<file path="config.mk">
export PLATFORM = sky130hd
export DESIGN_NAME = quad_odometer_flat
export DESIGN_NICKNAME = d
export VERILOG_FILES = /design/src/rtl/quad_odometer_if.sv /design/src/rtl/quad_odometer.sv /design/src/flat_wrapper.sv
export SDC_FILE = /design/constraint.sdc
export NUM_CORES = 1
export LEC_CHECK = 0
export ABC_CLOCK_PERIOD_IN_PS = 7500
export CORE_MARGIN = 2
export CORE_UTILIZATION = 40
export DETAILED_ROUTE_END_ITERATION = 10
export GPL_TIMING_DRIVEN = 0
export SLEW_MARGIN = 30
export SYNTH_ARGS = -nofsm -noshare
export SYNTH_HDL_FRONTEND = slang
export SYNTH_SLANG_ARGS = --single-unit
</file>
<file path="constraint.sdc">
create_clock -name clk -period 7.5 [get_ports clk]
set_clock_uncertainty 0.2 [all_clocks]
set_input_delay 0.75 -clock clk [delete_from_list [all_inputs] [get_ports clk]]
set_output_delay 0.75 -clock clk [all_outputs]
set_load 0.02 [all_outputs]
</file>
<file path="src/rtl/quad_odometer_if.sv">
// rtl/quad_odometer_if.sv - encoder inputs and odometry outputs of quad_odometer
interface quad_odometer_if;
  logic        enc_A;
  logic        enc_B;
  logic        clear_trace;
  logic [31:0] speed;
  logic        speed_valid;
  logic [31:0] trace;
  logic [7:0]  err_count;

  modport master (
    output enc_A, enc_B, clear_trace,
    input  speed, speed_valid, trace, err_count
  );

  modport slave (
    input  enc_A, enc_B, clear_trace,
    output speed, speed_valid, trace, err_count
  );
endinterface

</file>
<file path="src/rtl/quad_odometer.sv">
// rtl/quad_odometer.sv - quadrature decoder with position trace, windowed speed and error count
module quad_odometer #(
  parameter int unsigned WINDOW_CYCLES = 500000,
  parameter bit          INVERT        = 1'b0
) (
  input  logic           clk,
  input  logic           reset,
  quad_odometer_if.slave bus
);
  localparam int unsigned CW = (WINDOW_CYCLES > 1) ? $clog2(WINDOW_CYCLES) : 1;

  typedef enum logic {PRIME, RUN} state_e;

  state_e             state_q;
  logic [1:0]         prime_cnt_q;
  logic [1:0]         sync1_q, sync2_q, prev_q;
  logic [CW-1:0]      win_cnt_q;
  logic signed [31:0] acc_q, trace_q, speed_q;
  logic               speed_valid_q;
  logic [7:0]         err_q;

  logic               illegal;
  logic signed [1:0]  step_raw, step_v;
  logic signed [31:0] step32, acc_d, trace_d, speed_d;
  logic               terminal;

  // Gray-code walk 00->01->11->10 counts up; a two-bit jump is unresolvable
  always_comb begin
    step_raw = 2'sd0;
    illegal  = 1'b0;
    case ({prev_q, sync2_q})
      4'b0001, 4'b0111, 4'b1110, 4'b1000: step_raw = 2'sd1;
      4'b0010, 4'b1011, 4'b1101, 4'b0100: step_raw = -2'sd1;
      4'b0011, 4'b1100, 4'b0110, 4'b1001: illegal  = 1'b1;
      default: step_raw = 2'sd0;
    endcase
    step_v   = INVERT ? -step_raw : step_raw;
    step32   = {{30{step_v[1]}}, step_v};
    acc_d    = acc_q + step32;
    trace_d  = (bus.clear_trace ? 32'sd0 : trace_q) + step32;
    terminal = (win_cnt_q == CW'(WINDOW_CYCLES - 1));
    if (acc_d > 32'sd32767) begin
      speed_d = 32'sd32767;
    end else if (acc_d < -32'sd32768) begin
      speed_d = -32'sd32768;
    end else begin
      speed_d = acc_d;
    end
  end

  always_ff @(posedge clk) begin
    if (reset) begin
      state_q       <= PRIME;
      prime_cnt_q   <= 2'd0;
      sync1_q       <= 2'b00;
      sync2_q       <= 2'b00;
      prev_q        <= 2'b00;
      win_cnt_q     <= '0;
      acc_q         <= 32'sd0;
      trace_q       <= 32'sd0;
      speed_q       <= 32'sd0;
      speed_valid_q <= 1'b0;
      err_q         <= 8'd0;
    end else begin
      sync1_q       <= {bus.enc_A, bus.enc_B};
      sync2_q       <= sync1_q;
      prev_q        <= sync2_q;
      speed_valid_q <= 1'b0;
      case (state_q)
        PRIME: begin
          // let the synchronizer and history fill before trusting transitions
          prime_cnt_q <= prime_cnt_q + 2'd1;
          if (prime_cnt_q == 2'd2) begin
            state_q <= RUN;
          end
        end
        RUN: begin
          trace_q <= trace_d;
          if (illegal && (err_q != 8'hFF)) begin
            err_q <= err_q + 8'd1;
          end
          if (terminal) begin
            win_cnt_q     <= '0;
            acc_q         <= 32'sd0;
            speed_q       <= speed_d;
            speed_valid_q <= 1'b1;
          end else begin
            win_cnt_q <= win_cnt_q + CW'(1);
            acc_q     <= acc_d;
          end
        end
        default: state_q <= PRIME;
      endcase
    end
  end

  assign bus.speed       = speed_q;
  assign bus.speed_valid = speed_valid_q;
  assign bus.trace       = trace_q;
  assign bus.err_count   = err_q;
endmodule

</file>
<file path="src/flat_wrapper.sv">
// flat-port wrapper written by rule: the top's interface ports become plain ports
module quad_odometer_flat 
#(
  parameter int unsigned WINDOW_CYCLES = 500000,
  parameter bit          INVERT        = 1'b0
)
  (clk, reset, bus_enc_A, bus_enc_B, bus_clear_trace, bus_speed, bus_speed_valid, bus_trace, bus_err_count);
  quad_odometer_if bus_i ();
  input  logic clk;
  input  logic reset;
  input wire logic [$bits(bus_i.enc_A)-1:0] bus_enc_A;
  input wire logic [$bits(bus_i.enc_B)-1:0] bus_enc_B;
  input wire logic [$bits(bus_i.clear_trace)-1:0] bus_clear_trace;
  output wire logic [$bits(bus_i.speed)-1:0] bus_speed;
  output wire logic [$bits(bus_i.speed_valid)-1:0] bus_speed_valid;
  output wire logic [$bits(bus_i.trace)-1:0] bus_trace;
  output wire logic [$bits(bus_i.err_count)-1:0] bus_err_count;
  assign bus_i.enc_A = bus_enc_A;
  assign bus_i.enc_B = bus_enc_B;
  assign bus_i.clear_trace = bus_clear_trace;
  assign bus_speed = bus_i.speed;
  assign bus_speed_valid = bus_i.speed_valid;
  assign bus_trace = bus_i.trace;
  assign bus_err_count = bus_i.err_count;
  quad_odometer #(.WINDOW_CYCLES(WINDOW_CYCLES), .INVERT(INVERT)) u_core (.clk(clk), .reset(reset), .bus(bus_i));
endmodule
</file>
==> impl_results.md, run 1 <==
- First-pass GRT wire length: 53220 um
- Cell Area, Synth: 9081 sq um
- Global route overflow: 0
- Predominant post-synthesis flop cell: dfxtp_1
- Leak: 3.804 nW
- Diode count: 0
- Initial antenna violation count: 0
- Final hold viol count: 0
- Final net count: 1345
- Vias per inst: 6.139
- CTS tree: done
- FF+latch area: 2663 sq um
- Starting Density: 40.48%
- Max_slew headroom: 31.58%
- Crit end category: flip-flop
- Maximum number of pins on one net before global-route repair: 22
- GRT Overall Usage: 28.40%
- Final WL: 34040 um
- Status: completed
- Worst Max-Slew Pin Slew: 1017 ps
- DIE HEIGHT: 154.7 um
- Clk Latency, worst-skew pair: 430 ps
- Achievable Freq: 0.1384 GHz
- Placement Setup Slack: -504.1 ps
- Final WS setup: 273.4 ps
- Final TNS setup: 0 ps
- Crit Path Class: reg2reg
- DR iter-0 viols: 922
- Pwr Total: 2.419 mW
- Post-synth ARST share: 0%
- Slew Limit Fails: 0
- Bufs on Longest Clock Path: 2
- Root buffer cell: clkbuf_16
- Register area share after synthesis: 29.32%
- Post-synthesis cell count: 1234
- Core area: 22430 sq um
- Routed Antenna Nets: 0
- Width of the chip: 154.7 um
- Share of the synthesized area in the top cell type: 29.32%
- Max_cap viols: 0
- Startpoint Class: flip-flop
- Distinct cells, synth: 85
- Clock sink count: 133
- Core Util, Final: 48.18%
- WP data arrival: 7380 ps
- Pre-antenna DRT Iters: 7
- CP Max Fanout: 30
- # DRC: 0
- Hold Buf Count CTS: 0
- I/O pins: 78
- Vias in the first global route: 9328
- YS warnings: 0
- Worst Hold Class: reg2reg
- EDFF count, synth: 0
- Area of the multi-input gates: 5914 sq um
- Die area: 23920 sq um
- Worst vdd ir: 0.0001310 V
- Min Clock Period, post-route: 7227 ps
- Clock slew at reported path FFs: 60 ps
- Syn Nets: 1250
- RSZ-0062 raised after global routing: no
- WHS: 243.1 ps
- #FFs+latches synth: 133
- CTS Buf Count: 17
- Endpoints failing setup: 0
- H-tree depth: 4
- Routability congestion estimate: 0.9965
- Final period util: 96.35%
- Routed via count: 9988
- Row count: 55
- Synth top area cells: dfxtp_1 29%, nor2_1 7.2%, o21ai_0 4.6%
- Leading area contributor after synthesis: dfxtp_1
- Area delta synth->final: 19.03%
- Number of port buffers: 77
- WP data required: 7660 ps
- Post-DP HPWL: 25210 um
- Pwr dens: 223.8 nW/um^2
- Layout cells sized above 1: 6.036%
- Post-Syn Area per Cell: 7.359 sq um
- DR WL/cell: 20.92 um
- # fillers: 2277
-- sequential cells by signal, summed over array words and instances (netlist names) --
register and count:
u_core.win_cnt_q 19, u_core.bus.speed_valid 1, u_core.prev_q 2, u_core.bus.err_count 8, u_core.bus.speed 32, u_core.bus.trace 32, u_core.acc_q 32, u_core.sync2_q 2
u_core.prime_cnt_q 2, u_core.state_q 1, u_core.sync1_q 2
-- layout by cell type (no fill, tap or decap), types with 11 or more instances in the layout --
master,count
nand4_1,32
a31oi_1,14
xnor2_1,26
buf_2,17
nor2b_1,18
ha_1,11
inv_1,23
nand2_1,92
nor3_1,44
and3_1,23
xor2_1,35
nand3_1,46
clkdlybuf4s50_1,77
a2bb2oi_1,14
nand2b_1,20
nor4_1,36
nor2_1,173
clkbuf_1,80
or4_1,13
a22oi_1,25
o21ai_0,83
mux2i_1,18
a21oi_1,64
dfxtp_1,133
a211oi_1,18
or3_1,16
clkbuf_16,17
-- worst paths after layout --
kind	from	to	slack, ps	depth (start not counted)
setup / recovery	u_core.sync2_q[1]	u_core.bus.speed[25]	270	22
hold reg to reg	u_core.sync1_q[1]	u_core.sync2_q[1]	240	1
hold / removal	u_core.sync1_q[1]	u_core.sync2_q[1]	240	1
setup reg to reg	u_core.sync2_q[1]	u_core.bus.speed[25]	270	22
-- power by group --
part / internal, mW / total, mW / switching, mW
Sequential: 0.744 / 0.788 / 0.0443
Combinational: 0.250 / 0.776 / 0.526
Clock: 0.495 / 0.854 / 0.359
Total: 1.49 / 2.42 / 0.930
-- layer usage --
metal  share of wire, %  global-route usage (%)  wire length [um]  up-vias
li1                   -                       -                 -     4719
met1                 43                   38.08             14800     4695
met2                 45                   44.24             15200      481
met3                7.7                   5.268              2623       93
met4                4.2                   13.32              1425        0
met5                  0                       0                 0        -
-- cells by family (layout without fill, tap and decap cells) --
| kind of cell | after synthesis | after routing | share of synthesized area (%) |
|---|---|---|---|
| AOI/OAI and AO/OA | 318 | 318 | 23.64 |
| DFF | 133 | 133 | 29.32 |
| xor gates and xnor gates | 63 | 63 | 6.241 |
| buffers and inverters | 128 | 236 | 5.773 |
| and+or+nand+nor | 561 | 561 | 31.23 |
| muxes | 20 | 20 | 2.273 |
| adders and majority gates | 11 | 11 | 1.516 |
-- cell type report --
class,count,share of cell area [%]
inverter,23,0.7987
timing repair buffer,78,7.177
sequential,133,24.63
clock buffer,19,4.005
buffer,103,4.005
multi-input combinational,973,54.72
clock inverter,13,1.366
tap,285,3.299
-- metrics by stage --
stage,cell area (sq um),std cells
6_report,10810,1627
5_1_grt,10810,1627
4_1_cts,10800,1628
3_5_place_dp,10230,1597
3_3_place_gp,10210,1596
2_1_floorplan,9081,1234
-- synthesized netlist by cell type, types with 23 or more instances --
master,number
dfxtp_1,133
nor3_1,44
nand2_1,92
clkbuf_1,78
xnor2_1,26
nand4_1,32
nor2_1,173
xor2_1,35
a22oi_1,25
and3_1,23
nor4_1,38
a21oi_1,64
inv_1,23
o21ai_0,83
nand3_1,46
-- timing repair --
action / CTS / global route
gates resized for setup: 0 / 1
setup buffers: 0 / 0
pin swaps: 0 / 0
endpoints found under the setup margin: 21 / 16
-- worst max-delay path, stage by stage, from the launching register on --
cell and delay (ps):
dfxtp_1 450, xor2_2 430, nand2_4 140, inv_1 170, buf_2 260, buf_2 320, buf_6 330, xnor2_1 110
ha_1 270, or4_1 520, nor3_1 370, a22oi_1 200, o32ai_1 530, xor2_1 440, and4_1 270, nand4_1 90
or3_1 390, ha_1 390, nand2_1 120, or3b_1 390, or4_4 480, buf_6 170, o21ai_1 70
Power figures use the tool's default switching activity.
==> run 2, diff against run 1 <==
- CTS_CLUSTER_DIAMETER: not set -> 40
==> results of run 2 <==
The final DEF is identical to that of run 1; final timing and power are the same.
